### src/rtl/pwm_bank.sv
// Multi-channel PWM generator on an Avalon-MM slave: shared period/prescaler, per-channel duty,
// edge- or center-aligned counting, shadow registers reloaded at period boundaries.
module pwm_bank #(
    parameter int CHANNELS = 4,
    parameter int CNT_W    = 16,
    parameter int PRE_W    = 8
) (
    input  logic                clk_clk,
    input  logic                reset_reset_n,
    input  logic [4:0]          avs_address,
    input  logic                avs_write,
    input  logic [31:0]         avs_writedata,
    input  logic                avs_read,
    output logic [31:0]         avs_readdata,
    output logic [CHANNELS-1:0] pwm_out,
    output logic                period_irq
);

    // Avalon-MM slave without waitrequest: a write is accepted on every cycle avs_write is high,
    // and avs_readdata holds the addressed register the cycle after avs_read is high.
    localparam logic [4:0] A_CTRL     = 5'd0;
    localparam logic [4:0] A_PERIOD   = 5'd1;
    localparam logic [4:0] A_PRESCALE = 5'd2;

    logic             ctrl_en;
    logic             ctrl_center;
    logic             force_q;
    logic             en_d;
    logic [CNT_W-1:0] period_r;
    logic [PRE_W-1:0] prescale_r;
    logic [CNT_W-1:0] duty_r [CHANNELS];

    logic             center_s;
    logic [CNT_W-1:0] period_s;
    logic [CNT_W-1:0] duty_s [CHANNELS];

    logic [CNT_W-1:0] cnt;
    logic [CNT_W-1:0] cnt_nxt;
    logic             dir;
    logic             dir_nxt;
    logic [PRE_W-1:0] pre_cnt;

    logic                tick;
    logic                wrap;
    logic                restart;
    logic                load_sh;
    logic [CHANNELS-1:0] pwm_nxt;
    logic [31:0]         rd_mux;
    logic                unused_wdata;

    assign unused_wdata = ^avs_writedata;

    // Software-visible registers
    always_ff @(posedge clk_clk or negedge reset_reset_n) begin
        if (!reset_reset_n) begin
            ctrl_en     <= 1'b0;
            ctrl_center <= 1'b0;
            force_q     <= 1'b0;
            period_r    <= '0;
            prescale_r  <= '0;
            for (int k = 0; k < CHANNELS; k++) duty_r[k] <= '0;
        end else begin
            force_q <= 1'b0;
            if (avs_write) begin
                if (avs_address == A_CTRL) begin
                    ctrl_en     <= avs_writedata[0];
                    ctrl_center <= avs_writedata[1];
                    force_q     <= avs_writedata[2];
                end
                if (avs_address == A_PERIOD)   period_r   <= avs_writedata[CNT_W-1:0];
                if (avs_address == A_PRESCALE) prescale_r <= avs_writedata[PRE_W-1:0];
                for (int k = 0; k < CHANNELS; k++) begin
                    if (avs_address == 5'(3 + k)) duty_r[k] <= avs_writedata[CNT_W-1:0];
                end
            end
        end
    end

    always_comb begin
        rd_mux = '0;
        case (avs_address)
            A_CTRL:     rd_mux = {30'd0, ctrl_center, ctrl_en};
            A_PERIOD:   rd_mux = 32'(period_r);
            A_PRESCALE: rd_mux = 32'(prescale_r);
            default: begin
                for (int k = 0; k < CHANNELS; k++) begin
                    if (avs_address == 5'(3 + k)) rd_mux = 32'(duty_r[k]);
                end
            end
        endcase
    end

    always_ff @(posedge clk_clk or negedge reset_reset_n) begin
        if (!reset_reset_n) avs_readdata <= '0;
        else if (avs_read)  avs_readdata <= rd_mux;
    end

    // Counter step: wrap marks the period boundary in either mode
    always_comb begin
        tick    = ctrl_en && (pre_cnt == prescale_r);
        restart = !en_d || force_q;
        cnt_nxt = cnt + 1'b1;
        dir_nxt = dir;
        wrap    = 1'b0;
        if (!center_s) begin
            wrap = (cnt >= period_s - 1'b1);
        end else if (!dir) begin
            if (cnt >= period_s) begin
                cnt_nxt = cnt - 1'b1;
                dir_nxt = 1'b1;
                wrap    = (cnt == CNT_W'(1));
            end
        end else begin
            cnt_nxt = cnt - 1'b1;
            wrap    = (cnt <= CNT_W'(1));
        end
        load_sh = ctrl_en && (restart || (tick && ((period_s == '0) || wrap)));
    end

    // Down-slope compares with <= so the high time is 2*DUTY ticks around the counter minimum.
    always_comb begin
        pwm_nxt = '0;
        for (int k = 0; k < CHANNELS; k++) begin
            pwm_nxt[k] = ctrl_en && en_d && (period_s != '0) &&
                         ((duty_s[k] >= period_s) ||
                          (dir ? (cnt <= duty_s[k]) : (cnt < duty_s[k])));
        end
    end

    always_ff @(posedge clk_clk or negedge reset_reset_n) begin
        if (!reset_reset_n) begin
            center_s <= 1'b0;
            period_s <= '0;
            for (int k = 0; k < CHANNELS; k++) duty_s[k] <= '0;
        end else if (load_sh) begin
            center_s <= ctrl_center;
            period_s <= period_r;
            for (int k = 0; k < CHANNELS; k++) duty_s[k] <= duty_r[k];
        end
    end

    always_ff @(posedge clk_clk or negedge reset_reset_n) begin
        if (!reset_reset_n) begin
            en_d       <= 1'b0;
            cnt        <= '0;
            dir        <= 1'b0;
            pre_cnt    <= '0;
            period_irq <= 1'b0;
            pwm_out    <= '0;
        end else begin
            en_d       <= ctrl_en;
            period_irq <= 1'b0;
            pwm_out    <= pwm_nxt;
            if (!ctrl_en || restart) begin
                cnt     <= '0;
                dir     <= 1'b0;
                pre_cnt <= '0;
            end else if (tick) begin
                pre_cnt <= '0;
                if (period_s == '0) begin
                    cnt <= '0;
                    dir <= 1'b0;
                end else if (wrap) begin
                    cnt        <= '0;
                    dir        <= 1'b0;
                    period_irq <= 1'b1;
                end else begin
                    cnt <= cnt_nxt;
                    dir <= dir_nxt;
                end
            end else begin
                pre_cnt <= pre_cnt + 1'b1;
            end
        end
    end

endmodule
### config.mk
export PLATFORM = sky130hd
export DESIGN_NAME = pwm_bank
export DESIGN_NICKNAME = d
export VERILOG_FILES = /design/src/rtl/pwm_bank.sv
export SDC_FILE = /design/constraint.sdc
export NUM_CORES = 1
export LEC_CHECK = 0
export ABC_AREA = 1
export BUFFER_PORTS_ARGS = -buffer_cell sky130_fd_sc_hd__clkbuf_2
export CAP_MARGIN = 20
export CORE_ASPECT_RATIO = 1.25
export CORE_MARGIN = 5
export CORE_UTILIZATION = 30
export DETAILED_ROUTE_END_ITERATION = 8
export HOLD_SLACK_MARGIN = 0.12
export PLACE_DENSITY = 0.49
export SYNTH_ARGS = -nofsm -noshare
export SYNTH_HDL_FRONTEND = slang
export SYNTH_SLANG_ARGS = --single-unit
### constraint.sdc
create_clock -name clk_clk -period 6.11 [get_ports clk_clk]
set_input_delay 1.222 -clock clk_clk [delete_from_list [all_inputs] [get_ports clk_clk]]
set_output_delay 1.222 -clock clk_clk [all_outputs]
set_load 0.005 [all_outputs]
==> results.json, run 1 <==
{
  "rows": 89,
  "wirelength_mm": 44.0,
  "max-vdd-ir-drop_mv": 0.224,
  "cts_buffer_depth": 3,
  "diodes": 0,
  "cp_max_fo": 81,
  "place_area_mm2": 0.0150,
  "fp.dieW_um": 204,
  "status": "finished clean",
  "met3_length_mm": 1.55,
  "nets": 2053,
  "area_delta_synth_final_pct": 10.9,
  "insertion_delay_ps": 530,
  "min_path_type": "reg -> reg",
  "netlist_instances": 1825,
  "yosysWarnings": 0,
  "final_cell_mix": "nand2_1, dfrtp_1, inv_1, ha_1, nand3_1",
  "wl_met2_mm": 21.8,
  "cts_hold_buf": 0,
  "cts_buffers": 24,
  "max_freq_mhz": 214,
  "route.vias.total": 12105,
  "maxCapViolations": 0,
  "portBuffers": 45,
  "globalRouteOverflowTotal": 0,
  "critPathSlowestCell": "nor3_1",
  "die_h_um": 253,
  "worst-path-buf-inv": 2,
  "grt_usage_pct": 16.9,
  "via_per_inst": 4.84,
  "critPathArrivalTime_ps": 5080,
  "gp_congestion": 0.810,
  "grt_pass1_wl_mm": 68.8,
  "final_area_mm2": 0.0157,
  "setup_viol": 0,
  "worstSetupStartpointType": "flip-flop",
  "drt_drc_violations_left": 0,
  "min_period_ps": 4670,
  "coreArea_mm2": 0.0470,
  "hpwl_mm": 33.1,
  "initial_core_util_pct": 30.1,
  "wl_per_cell_um": 17.6,
  "post-route-period-util_pct": 76.4,
  "wl_met1_mm": 19.5,
  "end_kind": "flip-flop",
  "layout_commonest_cell": "nand2_1",
  "synth_top_area_cell": "dfrtp_1",
  "crit_family": "simple AND/OR/NAND/NOR gates",
  "grt_antenna_before_repair": 0,
  "required_ps": 6520,
  "tritoncts_num_sinks": 219,
  "drv_slew": 0,
  "dr.pass1.iters": 5,
  "fillers": 5137,
  "yosys.area.top_type_share_pct": 38.7,
  "die_area_mm2": 0.0516,
  "critPathKind": "reg -> reg",
  "cpPeakStageDelay_ps": 440,
  "num_io_pins": 78,
  "root_buffer": "clkbuf_16",
  "grt_pass1_vias": 11900,
  "path_cells": "inv_1 > ha_1 > nand2_1 > nor3_2 > nand3_1 > nor2_1 > nand2_1 > nor2_1 > nand2_1 > nor3_1 > o21bai_1 > inv_1 > ha_1 > nand2_1 > nor3_1 > nand3_1 > nand3_1 > nand2_1 > nand3_2 > nand2_4 > nand2_8 > nand2_8 > nand2_1 > nand2_1",
  "powerDensity_mw_per_mm2": 402,
  "worst_slew_pin_slew_ps": 940,
  "ff2ff_setup_slack_ps": 1440,
  "synth_area_leaders": "dfrtp_1, ha_1, nand2_1",
  "finalSetupTns_ps": 0,
  "tritoncts": "done",
  "final_layout_size_suffix_gt1_share_pct": 5.96,
  "ant_nets": 0,
  "avgSynthCellArea_um2": 7.75,
  "grt_max_degree": 114,
  "slew_headroom_pct": 37.1,
  "synth.cell_area_mm2": 0.0141,
  "final-hold-violation-count": 0,
  "synth-seq-cells": 219,
  "worst_path_most_repeated_cell": "nand2_1",
  "total_leakage_power_uw": 0.00802,
  "clk_pin_slew_ps": 60,
  "clock_skew_ps": 12.0,
  "ys_seq_area_share_pct": 38.7,
  "cts-htree-levels": 1,
  "rsz0062_at_grt": "no",
  "ys_types": 49,
  "post-cts-setup-buffers": 0,
  "top_layer": "met4",
  "first_iter_violations": 668,
  "ctsResizeCount": 0
}
[registers in the layout, summed over array words and instances, names as in the netlist]
name	flops
pwm_out	4
period_s	16
pre_cnt	8
force_q	1
duty_s	64
en_d	1
dir	1
period_r	16
center_s	1
avs_readdata	16
ctrl_center	1
period_irq	1
prescale_r	8
cnt	16
ctrl_en	1
duty_r	64
[through the flow]
stage               std cells  utilization [%]  total power [uW]  setup slack [ps]  hold WS (ps)
floorplan                1840                -              4070              2850           349
global placement         2455             31.7              4870              1420           466
detailed placement       2458             31.8              4970              1320           466
CTS                      2500             33.4              6390              1320           480
global route             2500             33.4              6890               727           505
finish                   2500             33.4              6300              1440           477
[layout make-up]
class | instances | area (um2) | share of cell area, %
Clock buffer | 37 | 701 | 4.47
Clock inverter | 5 | 28.8 | 0.183
Inverter | 195 | 732 | 4.67
Multi-Input combinational cell | 1349 | 7540 | 48.1
Sequential cell | 219 | 5480 | 34.9
Tap cell | 637 | 797 | 5.08
Timing Repair Buffer | 58 | 405 | 2.58
[worst register-to-register path: stages, from the launching register on]
cell and delay, ps:
dfrtp_1 370, inv_1 260, ha_1 260, nand2_1 160
nor3_2 230, nand3_1 120, nor2_1 210, nand2_1 130
nor2_1 100, nand2_1 90, nor3_1 200, o21bai_1 150
inv_1 60, ha_1 270, nand2_1 80, nor3_1 440
nand3_1 120, nand3_1 110, nand2_1 80, nand3_2 160
nand2_4 90, nand2_8 220, nand2_8 400, nand2_1 190
nand2_1 60
[layer usage]
| metal | vias up | global-route usage (%) |
|---|---|---|
| li1 | 6049 | - |
| met1 | 5777 | 21.9 |
| met2 | 218 | 30.1 |
| met3 | 61 | 1.88 |
| met4 | 0 | 4.54 |
| met5 | - | 0 |
[synthesized netlist by cell type, drive strengths merged]
cell and count:
buf 45, clkbuf 32, a21o 1, dfrtp 219, conb 1, clkinv 2
o211ai 3, nor3 36, nand3 151, or2 1, o2111ai 2, a41oi 2
xor2 17, nand4 33, xnor2 5, nor4 8, o22ai 1, o21a 6
nor2 86, a21oi 102, o21ai 143, a211o 1, and3 1, nand3b 1
o311ai 1, nor3b 2, inv 193, ha 165, nand2 551, a221oi 5
o21bai 2, o221ai 5, a31oi 1, a32o 1
[kinds of logic after synthesis]
family / Yosys count / synth area share, %
xor+xnor: 22 / 1.36
other cells: 1 / 0.0265
simple gates: 870 / 26.4
flops: 219 / 38.7
buf+inv: 272 / 8.39
fa+ha+maj: 165 / 14.6
compound gates: 276 / 10.5
[where the power goes]
group	internal [uW]	switching, uW	total (uW)
logic	976	1700	2670
registers	1800	443	2250
clock network	786	598	1380
total	3570	2740	6300
[worst paths after layout]
path | startpoint | endpoint | cells after the start
worst max-delay path | period_s[1] | duty_s[37] | 24
worst min-delay path | period_s[1] | period_s[1] | 2
worst max register to register | period_s[1] | duty_s[37] | 24
worst min register to register | period_s[1] | period_s[1] | 2
max in group asynchronous | reset_reset_n | ctrl_en | 2
min in group asynchronous | reset_reset_n | duty_r[62] | 1
Power figures use the tool's default switching activity.
==> run 2, diff against run 1 <==
--- a/config.mk
+++ b/config.mk
@@ -13,7 +13,7 @@
 export CORE_UTILIZATION = 30
 export DETAILED_ROUTE_END_ITERATION = 8
 export HOLD_SLACK_MARGIN = 0.12
-export PLACE_DENSITY = 0.49
+export PLACE_DENSITY = 0.51
 export SYNTH_ARGS = -nofsm -noshare
 export SYNTH_HDL_FRONTEND = slang
 export SYNTH_SLANG_ARGS = --single-unit
==> constraint.sdc (replaced) <==
create_clock -name clk_clk -period 4.2 [get_ports clk_clk]
set_input_delay 0.84 -clock clk_clk [delete_from_list [all_inputs] [get_ports clk_clk]]
set_output_delay 0.84 -clock clk_clk [all_outputs]
set_load 0.005 [all_outputs]
==> results.json, run 2 (synthesis results as in run 1) <==
{
  "status": "finished clean",
  "powerDensity_mw_per_mm2": 596,
  "worst_slew_pin_slew_ps": 1040,
  "nets": 2089,
  "coreArea_mm2": 0.0470,
  "insertion_delay_ps": 540,
  "fillers": 5060,
  "dr.pass1.iters": 5,
  "globalRouteOverflowTotal": 0,
  "num_io_pins": 78,
  "maxCapViolations": 0,
  "critPathSlowestCell": "dfrtp_1",
  "grt_pass1_vias": 12126,
  "cts_buffer_depth": 3,
  "worst_path_most_repeated_cell": "nand2_1",
  "drt_drc_violations_left": 0,
  "clock_skew_ps": 19.1,
  "grt_pass1_wl_mm": 69.0,
  "cts_buffers": 24,
  "worstReg2RegEnd": "center_s",
  "initial_core_util_pct": 30.1,
  "critPathArrivalTime_ps": 4330,
  "grt_antenna_before_repair": 0,
  "cp_max_fo": 16,
  "total_leakage_power_uw": 0.00828,
  "cts_hold_buf": 0,
  "layout_commonest_cell": "nand2_1",
  "area_delta_synth_final_pct": 14.9,
  "ff2ff_setup_slack_ps": 300,
  "gp_congestion": 0.925,
  "fin_util_pct": 34.6,
  "cpPeakStageDelay_ps": 390,
  "post-route-period-util_pct": 92.9,
  "setup_viol": 0,
  "ant_nets": 0,
  "root_buffer": "clkbuf_16",
  "route.vias.total": 12390,
  "diodes": 0,
  "wl_per_cell_um": 17.8,
  "min_path_type": "in -> async",
  "grt_usage_pct": 16.9,
  "end_kind": "flip-flop",
  "rows": 89,
  "max-vdd-ir-drop_mv": 0.310,
  "via_per_inst": 4.88,
  "final_layout_size_suffix_gt1_share_pct": 8.47,
  "cts-htree-levels": 1,
  "portBuffers": 45,
  "min_period_ps": 3900,
  "final_area_mm2": 0.0163,
  "rr_worst_depth": 26,
  "final-hold-violation-count": 0,
  "r2r-start": "period_s[1]",
  "worstSetupStartpointType": "flip-flop",
  "die_h_um": 253,
  "slew_headroom_pct": 30.8,
  "die_area_mm2": 0.0516,
  "required_ps": 4630,
  "hpwl_mm": 33.6,
  "fp.dieW_um": 204,
  "tritoncts_num_sinks": 219,
  "place_area_mm2": 0.0151,
  "drv_slew": 0,
  "first_iter_violations": 745,
  "max_freq_mhz": 256,
  "final_cell_mix": "nand2_1, dfrtp_1, inv_1, ha_1, nand3_1",
  "clk_pin_slew_ps": 60,
  "critPathKind": "reg -> reg",
  "reg_top3": "duty_r: 64 flops, duty_s: 64 flops",
  "grt_max_degree": 105,
  "wirelength_mm": 45.2,
  "tritoncts": "done"
}
-- run 2: layout make-up --
cell class | instances | area [um2] | area share [%]
multi-input combinational | 1352 | 7630 | 47.0
sequential | 219 | 5480 | 33.7
timing repair buffer | 91 | 798 | 4.91
tap | 637 | 797 | 4.90
clock buffer | 38 | 754 | 4.64
inverter | 195 | 732 | 4.50
clock inverter | 5 | 58.8 | 0.362
-- run 2: routing by layer --
metal / wire length (um) / GRT usage (%) / part of all wire [%] / vias up
li1: - / - / - / 6146
met5: 0 / 0 / 0 / -
met4: 2040 / 7.56 / 4.5 / 0
met2: 21800 / 28.4 / 48 / 271
met1: 19700 / 21.9 / 44 / 5885
met3: 1630 / 1.99 / 3.6 / 88
-- run 2: timing repair --
action | 4_1_cts | 5_1_grt
gates resized for setup | 0 | 19
setup buffers | 0 | 3
setup endpoints to repair | 0 | 90
-- run 2: critical path, delay by kind of cell (launching register included) --
kind                       cells  cell delay (ps)
AOI/OAI and AO/OA              1              130
adders and majority gates      2              410
and+or+nand+nor               19             2270
buffers and inverters          4              560
DFF                            1              390
-- run 2: worst max path at each step --
stage,from,endpoint,cells after the start
finish,period_s[1],center_s,26
global route,period_s[1],duty_s[7],26
CTS,period_s[1],duty_s[63],26
detailed placement,period_s[1],duty_s[63],26
global placement,period_s[1],period_s[7],26
floorplan,period_s[1],center_s,25
-- run 2: power breakdown --
part	switching, uW	leakage [uW]	internal [uW]
sequential	625	0.00290	2620
combinational	2650	0.00499	1620
clock	887	0.000394	1290
total	4160	0.00828	5530
-- run 2: per-stage QoR --
step | setup slack [ps] | cells | TNS [ps] | hold WS, ps | total power (uW)
final | 299 | 2537 | 0 | 317 | 9690
after global routing | -38.7 | 2537 | -1090 | 392 | 10500
after CTS | 117 | 2523 | 0 | 383 | 9590
after detailed placement | 154 | 2480 | 0 | 471 | 7370
after global placement | 224 | 2480 | 0 | 461 | 7210
after floorplan | 935 | 1840 | 0 | 349 | 5920
